==> src/rtl/spi_slave_gen.sv <==
// SPI slave front-end sampled on the system clock: decodes write / read-address /
// read-data frames, hands completed frames to the RAM side and shifts read data out on MISO.
module spi_slave_gen #(
   parameter int DATA_W    = 8,
   parameter int TIMEOUT   = 255,
   parameter bit MSB_FIRST = 1'b1
) (
   input  logic              clk,
   input  logic              rst_n,
   input  logic              SS_n,
   input  logic              MOSI,
   output logic              MISO,
   output logic [DATA_W+1:0] rx_data,
   output logic              rx_valid,
   input  logic [DATA_W-1:0] tx_data,
   input  logic              tx_valid,
   output logic              frame_err,
   output logic              busy
);
   localparam int FRAME_W = DATA_W + 2;
   localparam int CNT_W   = $clog2(FRAME_W + 1);
   localparam int WCNT_W  = (TIMEOUT > 0) ? $clog2(TIMEOUT + 1) : 1;
   localparam logic [CNT_W-1:0]  CNT_FRAME = CNT_W'(FRAME_W);
   localparam logic [CNT_W-1:0]  CNT_TX    = CNT_W'(DATA_W - 1);
   localparam logic [WCNT_W-1:0] WAIT_LAST = WCNT_W'((TIMEOUT > 0) ? TIMEOUT - 1 : 0);

   typedef enum logic [2:0] {
      IDLE, CHK_CMD, WRITE, RD_ADDR, RD_DATA, RD_WAIT, RD_TX, DONE
   } state_t;

   state_t              state;
   logic                addr_seen;
   logic [CNT_W-1:0]    bit_cnt;
   logic [WCNT_W-1:0]   wait_cnt;
   logic [FRAME_W-1:0]  rx_shift;
   logic [DATA_W-1:0]   tx_shift;
   logic [FRAME_W-1:0]  rx_next;

   function automatic logic [FRAME_W-1:0] shift_in(input logic [FRAME_W-1:0] sr, input logic b);
      return MSB_FIRST ? {sr[FRAME_W-2:0], b} : {b, sr[FRAME_W-1:1]};
   endfunction

   function automatic logic tx_head(input logic [DATA_W-1:0] d);
      return MSB_FIRST ? d[DATA_W-1] : d[0];
   endfunction

   function automatic logic [DATA_W-1:0] tx_advance(input logic [DATA_W-1:0] d);
      return MSB_FIRST ? (d << 1) : (d >> 1);
   endfunction

   assign rx_next = shift_in(rx_shift, MOSI);
   assign busy    = (state != IDLE);

   always_ff @(posedge clk or negedge rst_n) begin
      if (!rst_n) begin
         state     <= IDLE;
         addr_seen <= 1'b0;
         bit_cnt   <= '0;
         wait_cnt  <= '0;
         rx_shift  <= '0;
         tx_shift  <= '0;
         rx_data   <= '0;
         rx_valid  <= 1'b0;
         frame_err <= 1'b0;
         MISO      <= 1'b0;
      end else begin
         rx_valid  <= 1'b0;
         frame_err <= 1'b0;
         // Deselect wins over everything; mid-frame it is an abort that leaves rx_data and addr_seen alone.
         if (SS_n) begin
            if (state != IDLE && state != DONE) frame_err <= 1'b1;
            MISO  <= 1'b0;
            state <= IDLE;
         end else begin
            case (state)
               IDLE: state <= CHK_CMD;
               CHK_CMD: begin
                  bit_cnt <= CNT_FRAME;
                  if (!MOSI)          state <= WRITE;
                  else if (addr_seen) state <= RD_DATA;
                  else                state <= RD_ADDR;
               end
               WRITE, RD_ADDR, RD_DATA: begin
                  rx_shift <= rx_next;
                  bit_cnt  <= bit_cnt - 1'b1;
                  if (bit_cnt == CNT_W'(1)) begin
                     rx_data  <= rx_next;
                     rx_valid <= 1'b1;
                     if (state == RD_DATA) begin
                        wait_cnt <= '0;
                        state    <= RD_WAIT;
                     end else begin
                        if (state == RD_ADDR) addr_seen <= 1'b1;
                        state <= DONE;
                     end
                  end
               end
               RD_WAIT: begin
                  if (tx_valid) begin
                     MISO     <= tx_head(tx_data);
                     tx_shift <= tx_advance(tx_data);
                     bit_cnt  <= CNT_TX;
                     state    <= RD_TX;
                  end else begin
                     wait_cnt <= wait_cnt + 1'b1;
                     // addr_seen is kept so the master can retry the read-data frame.
                     if (TIMEOUT != 0 && wait_cnt == WAIT_LAST) begin
                        frame_err <= 1'b1;
                        state     <= DONE;
                     end
                  end
               end
               RD_TX: begin
                  if (bit_cnt == '0) begin
                     MISO      <= 1'b0;
                     addr_seen <= 1'b0;
                     state     <= DONE;
                  end else begin
                     MISO     <= tx_head(tx_shift);
                     tx_shift <= tx_advance(tx_shift);
                     bit_cnt  <= bit_cnt - 1'b1;
                  end
               end
               DONE:    MISO  <= 1'b0;
               default: state <= IDLE;
            endcase
         end
      end
   end
endmodule

==> config.mk <==
export PLATFORM = sky130hd
export DESIGN_NAME = spi_slave_gen
export DESIGN_NICKNAME = d
export VERILOG_FILES = /design/src/rtl/spi_slave_gen.sv
export SDC_FILE = /design/constraint.sdc
export NUM_CORES = 1
export LEC_CHECK = 0
export CORE_MARGIN = 10
export CORE_UTILIZATION = 35
export DETAILED_ROUTE_END_ITERATION = 16
export DONT_BUFFER_PORTS = 1
export PLACE_DENSITY = 0.6
export RECOVER_POWER = 25
export SYNTH_ARGS = -nofsm -noshare
export SYNTH_HDL_FRONTEND = slang
export SYNTH_SLANG_ARGS = --single-unit
export TNS_END_PERCENT = 100
==> constraint.sdc <==
create_clock -name clk -period 1.9 [get_ports clk]
set_clock_uncertainty 0.05 [all_clocks]
set_input_delay 0.19 -clock clk [delete_from_list [all_inputs] [get_ports clk]]
set_output_delay 0.19 -clock clk [all_outputs]
set_load 0.03 [all_outputs]
## Yosys cells after proc, flatten, opt, wreduce, memory -nomap -nowiden

Index checks and enable logic that the tools add are counted.

| operators by class | value |
|---|---|
| $add $sub $neg | 2 |
| $mul | 0 |
| div/mod/pow operators | 0 |
| order comparisons | 0 |
| eq/ne operators | 22 |
| shift-type cells | 0 |
| mux-type cells | 36 |
| bitwise logic cells | 1 |
| reductions and logical operators | 19 |

Operators by type and width:

| cell | count |
|---|---|
| $mux W8 | 5 |
| $pmux W8 S2 | 2 |
| $mux W3 | 7 |
| $ne A2 B2 Y1 const B | 8 |
| $pmux W4 S4 | 1 |
| $mux W1 | 15 |
| $pmux W3 S5 | 1 |
| $eq A3 B3 Y1 const B | 4 |
| $ne A3 B3 Y1 const B | 4 |
| $reduce_and A4 Y1 | 3 |
| $add A8 B1 Y8 const B | 1 |
| $eq A8 B8 Y1 const B | 1 |
| $mux W4 | 2 |
| $reduce_bool A4 Y1 | 2 |
| $eq A3 B2 Y1 const B | 2 |
| $reduce_and A6 Y1 | 1 |
| $reduce_bool A2 Y1 | 3 |
| $reduce_bool A6 Y1 | 1 |
| $reduce_and A5 Y1 | 1 |
| $eq A4 B1 Y1 const B | 1 |
| $logic_not A4 Y1 | 1 |
| $ne A4 B4 Y1 const B | 1 |
| $reduce_and A2 Y1 | 2 |
| $sub A4 B1 Y4 const B | 1 |
| 10 further kinds | 10 |

| storage, ports and cells | value |
|---|---|
| register bits after elaboration | 46 |
| bits in latches | 0 |
| RAM bits | 0 |
| memory bits (read-only) | 0 |
| input port bits | 13 |
| output and inout bits | 14 |
| word-level logic and storage cells | 90 |
| memories | 0 |

## Depth between registers and ports, before layout

| depth | value |
|---|---|
| depth in word-level cells | 5 |
| gate-level depth with buffers | 6 |
| depth with buffers taken out | 6 |

## Worst setup path before layout

OpenSTA, ideal clock, no wires.

| timing | value |
|---|---|
| kind | register to register |
| start point | register state[0] |
| end point | register rx_data[0] |
| library setup time | 0.125 ns |
| arrival | 1.760 ns |
| data required time | 1.725 ns |
| slack | -0.036 ns |
| cell stages (with the launch flop) | 7 |
| path buffers | 2 |
| clock period less this slack | 1.936 ns |
| cells stage by stage | dfrtp_1 > buf_2 > or3b_4 > a21oi_4 > and2_4 > buf_12 > mux2_4 |

| between the ends | value |
|---|---|
| cells in the longest elaborated chain, start to end | 3 |
| elaborated cells on any way between the ends | 5 |
| those cells by class | 3 x eq/ne; 2 x reduce/logical |

RTL lines:

| what | RTL line | source |
|---|---|---|
| start, declared | 31 | `state_t state;` |
| start signal, assigned | 56 | `state <= IDLE;` |
| start signal, assigned | 73 | `state <= IDLE;` |
| start signal, assigned | 76 | `IDLE: state <= CHK_CMD;` |
| $eq A3 B3 Y1 / $eq A3 B2 Y1 (equally long branches) | 75 | `case (state)` |
| $reduce_or A3 Y1 (*) | 75 |  |
| $reduce_and A3 Y1 (no line) (*) | n/a |  |
| end signal, assigned | 87 | `rx_data <= rx_next;` |
| end, declared | 13 | `output logic [DATA_W+1:0] rx_data,` |

Mark *: on every way between the ends. The rest lies on a longest branch, timed or not.
A chain may end at the register's enable or synchronous reset.

## Worst setup path after layout

| timing | value |
|---|---|
| start point | register bit_cnt[0] |
| end point | register bit_cnt[0] |

| between the ends | value |
|---|---|
| cells in the longest elaborated chain, start to end | 3 |
| elaborated cells on any way between the ends | 6 |
| those cells by class | 1 x add/sub; 1 x eq/ne; 2 x mux; 2 x reduce/logical |

RTL lines:

| what | RTL line | source |
|---|---|---|
| start, declared | 33 | `logic [CNT_W-1:0] bit_cnt;` |
| start signal, assigned | 85 | `bit_cnt <= bit_cnt - 1'b1;` |
| start signal, assigned | 121 | `bit_cnt <= bit_cnt - 1'b1;` |
| $sub A4 B1 Y4 / $logic_not A4 Y1 (equally long branches) | 85, 121, 114 |  |
| $mux W4 / $ne A2 B2 Y1 (equally long branches) | n/a |  |
| $pmux W4 S4 / $reduce_and A4 Y1 (equally long branches) | n/a |  |

Several ways; a longest one is shown, not always the timed one. The select of a mux whose other input is x is not followed.

==> flow_summary.toml <==
[drt]
first_iter_violations = 89
drt_pass1_iterations = 4
drc = 0
via_per_inst = 5.36
detail_route.wl_per_cell_microns = 15.8
vias = 1635
wl_microns = 4820
ant_nets = 0

[logic_synthesis]
synthDistinctLibCells = 46
synth_common_cells = "dfrtp_1, mux2_2, nand2_1, o21ai_0, nor2_1"
avgSynthCellArea_sq_um = 11.3
synth-edff-count = 0
syn_inst = 204
synth-async-reset-ratio_pct = 100
yosysWarnings = 0
synth_top_cell_by_area = "dfrtp_1"
synth_ff_type = "dfrtp_1"
yosys_register_bits = 45
yosysMostFrequentCell = "dfrtp_1"
ys_seq_area_share_pct = 48.8
synth_top_area_share_pct = 48.8
synth_nets = 222
synth.area.top_cells = "dfrtp_1, mux2_2, mux2_4"
syn_area_sq_um = 2310

[timing]
worst_pin_slew_ns = 1.09
setup_slack_ns = 0.141
finalMaxSlewViolations = 0
layout_min_cycle_time_ns = 1.76
hold_violations = 0
timing.fmax_mhz = 569
timing.final.crit_share_pct = 92.6
maxSlewHeadroom_pct = 27.1
setup_viol = 0

[layout]
fillers = 614
diodes = 0
layout-drive-gt1-share_pct = 29.4
area_delta_synth_final_pct = 15.3
layout.nets = 245
finish.instance_area_sq_um = 2660

[pwr]
p_seq_share_pct = 46.3
p_sw_w = 0.00100
power.density_nw_per_um2 = 1150
p_clk_share_pct = 23.7
switching_share_pct = 32.9
ir_drop_mv = 0.658
leakage_nw = 1.18
p_int_w = 0.00205
pwr-share-comb_pct = 30.1

[setup_path]
cp_data_required_time_ns = 2.05
critical_path_class = "reg -> reg"
worst-path-max-fanout = 4
reg2regPathDepth = 6
critPathLaunchType = "flop"
cp-end-kind = "flop"
crit_arrival_ns = 1.91

[floorplanning]
chipWidth_microns = 101
core_area_sq_um = 6390
num_rows = 29
die_y_microns = 101
dieArea_sq_um = 10200
ios = 27
start_util_pct = 36.1

[placed_design]
numPortBuffers = 0
globalplace.congestion = 0.804
hpwl_microns = 3440
post_dp_cell_area_sq_um = 2490
place_ws_ns = 0.0985

[clocking]
clock_sinks = 45
root_buffer = "clkbuf_8"
tritoncts = "yes"
clockBufferDepth = 2
clkLatencyLatePin_ns = 0.30
path_clk_slew_ns = 0.09
htreeDepth = 2
cts_made_buffers = 5

[global_route]
grt_pass1_wl_microns = 7990
grt.overflow.total = 0
antenna_found_initial = 0
grt_max_degree = 46
grt_pass1_vias = 1600
grt_usage_pct = 9.61

[worst_hold_path]
hold_depth = 3
min_path_type = "in -> reg"

[run]
drv_cap = 0

[status]
status = "complete, no violations"
logic make-up after synthesis:
| kind of cell | count (synthesis) | synth area share (%) |
|---|---|---|
| simple gates | 56 | 13.1 |
| compound gates | 49 | 14.4 |
| flops | 45 | 48.8 |
| mux | 32 | 17.1 |
| buf+inv | 17 | 3.80 |
| fa+ha+maj | 5 | 2.71 |
state kept, by name, summed over array words and instances, names as in the netlist:
register and cells:
rx_valid 1, frame_err 1, wait_cnt 8, state 3
rx_data 10, bit_cnt 4, rx_shift 9, addr_seen 1
tx_shift 7, MISO 1
layout by cell type (no fill, tap or decap), types with 2 or more instances in the layout:
master / count
a21oi_1: 9
a221oi_1: 2
a2bb2oi_1: 2
a31oi_1: 2
and3_1: 3
buf_4: 20
clkbuf_8: 5
dfrtp_1: 45
dlygate4sd3_1: 3
ha_1: 5
inv_1: 7
mux2_2: 23
mux2_4: 9
nand2_1: 15
nand2b_1: 4
nand3_1: 2
nand4_1: 4
nor2_1: 11
nor2b_1: 3
nor3_1: 3
nor3b_2: 2
nor4b_1: 2
o211ai_1: 2
o21ai_0: 14
o221ai_1: 2
o31ai_1: 5
power by group through the flow:
stage / Combinational (W) / Sequential [W] / Clock [W]
after floorplan: 0.000656 / 0.00137 / 0
after global placement: 0.000872 / 0.00142 / 0
after detailed placement: 0.000887 / 0.00143 / 0
after CTS: 0.000924 / 0.00141 / 0.000745
after global routing: 0.00104 / 0.00146 / 0.000781
final: 0.000918 / 0.00141 / 0.000723
what timing repair did:
item,4_1_cts,5_1_grt
resized for setup,0,2
setup buffers,0,0
hold buffers,4,0
endpoints found under the setup margin,0,20
hold endpoints to repair,49,0
final timing paths:
kind,startpoint,end,slack (ns)
min in group asynchronous,rst_n,wait_cnt[3],0.58
min,SS_n,wait_cnt[2],0.05
max in group asynchronous,rst_n,state[2],0.56
min reg2reg,wait_cnt[4],wait_cnt[4],0.46
max,bit_cnt[0],bit_cnt[0],0.14
max reg2reg,bit_cnt[0],bit_cnt[0],0.14
layout make-up:
type,count,area (sq um),area share (%)
Tap cell,77,96.3,3.62
Sequential cell,45,1130,42.4
Multi-Input combinational cell,143,1110,41.7
Clock buffer,6,72.6,2.73
Clock inverter,2,38.8,1.46
Timing Repair Buffer,24,185,6.96
Inverter,8,30.0,1.13
per-stage QoR:
stage	hold WS [ns]	total power [W]	instances	setup TNS (ns)	utilization (%)
5_1_grt	0.0641	0.00328	305	-0.00217	41.6
4_1_cts	0.0485	0.00308	304	0	41.7
2_1_floorplan	-0.156	0.00203	204	-0.226	-
3_3_place_gp	-0.153	0.00229	292	0	39.1
6_report	0.0499	0.00305	305	0	41.6
3_5_place_dp	-0.153	0.00231	292	0	39.1
worst max-delay path, stage by stage, from the launching register on:
cell      delay [ns]
dfrtp_1         0.42
inv_1           0.09
ha_1            0.18
nor4b_1         0.43
and3_1          0.22
a221oi_1        0.05
o221ai_1        0.22
layer usage:
| metal | vias up | global-route usage, % | wire (microns) |
|---|---|---|---|
| met4 | 0 | 3.54 | 68 |
| met1 | 806 | 12.6 | 2320 |
| met3 | 6 | 3.13 | 295 |
| met2 | 30 | 14.5 | 2140 |
| li1 | 793 | - | - |
| met5 | - | 0 | 0 |
No activity file was read; power rests on OpenSTA's default activity.
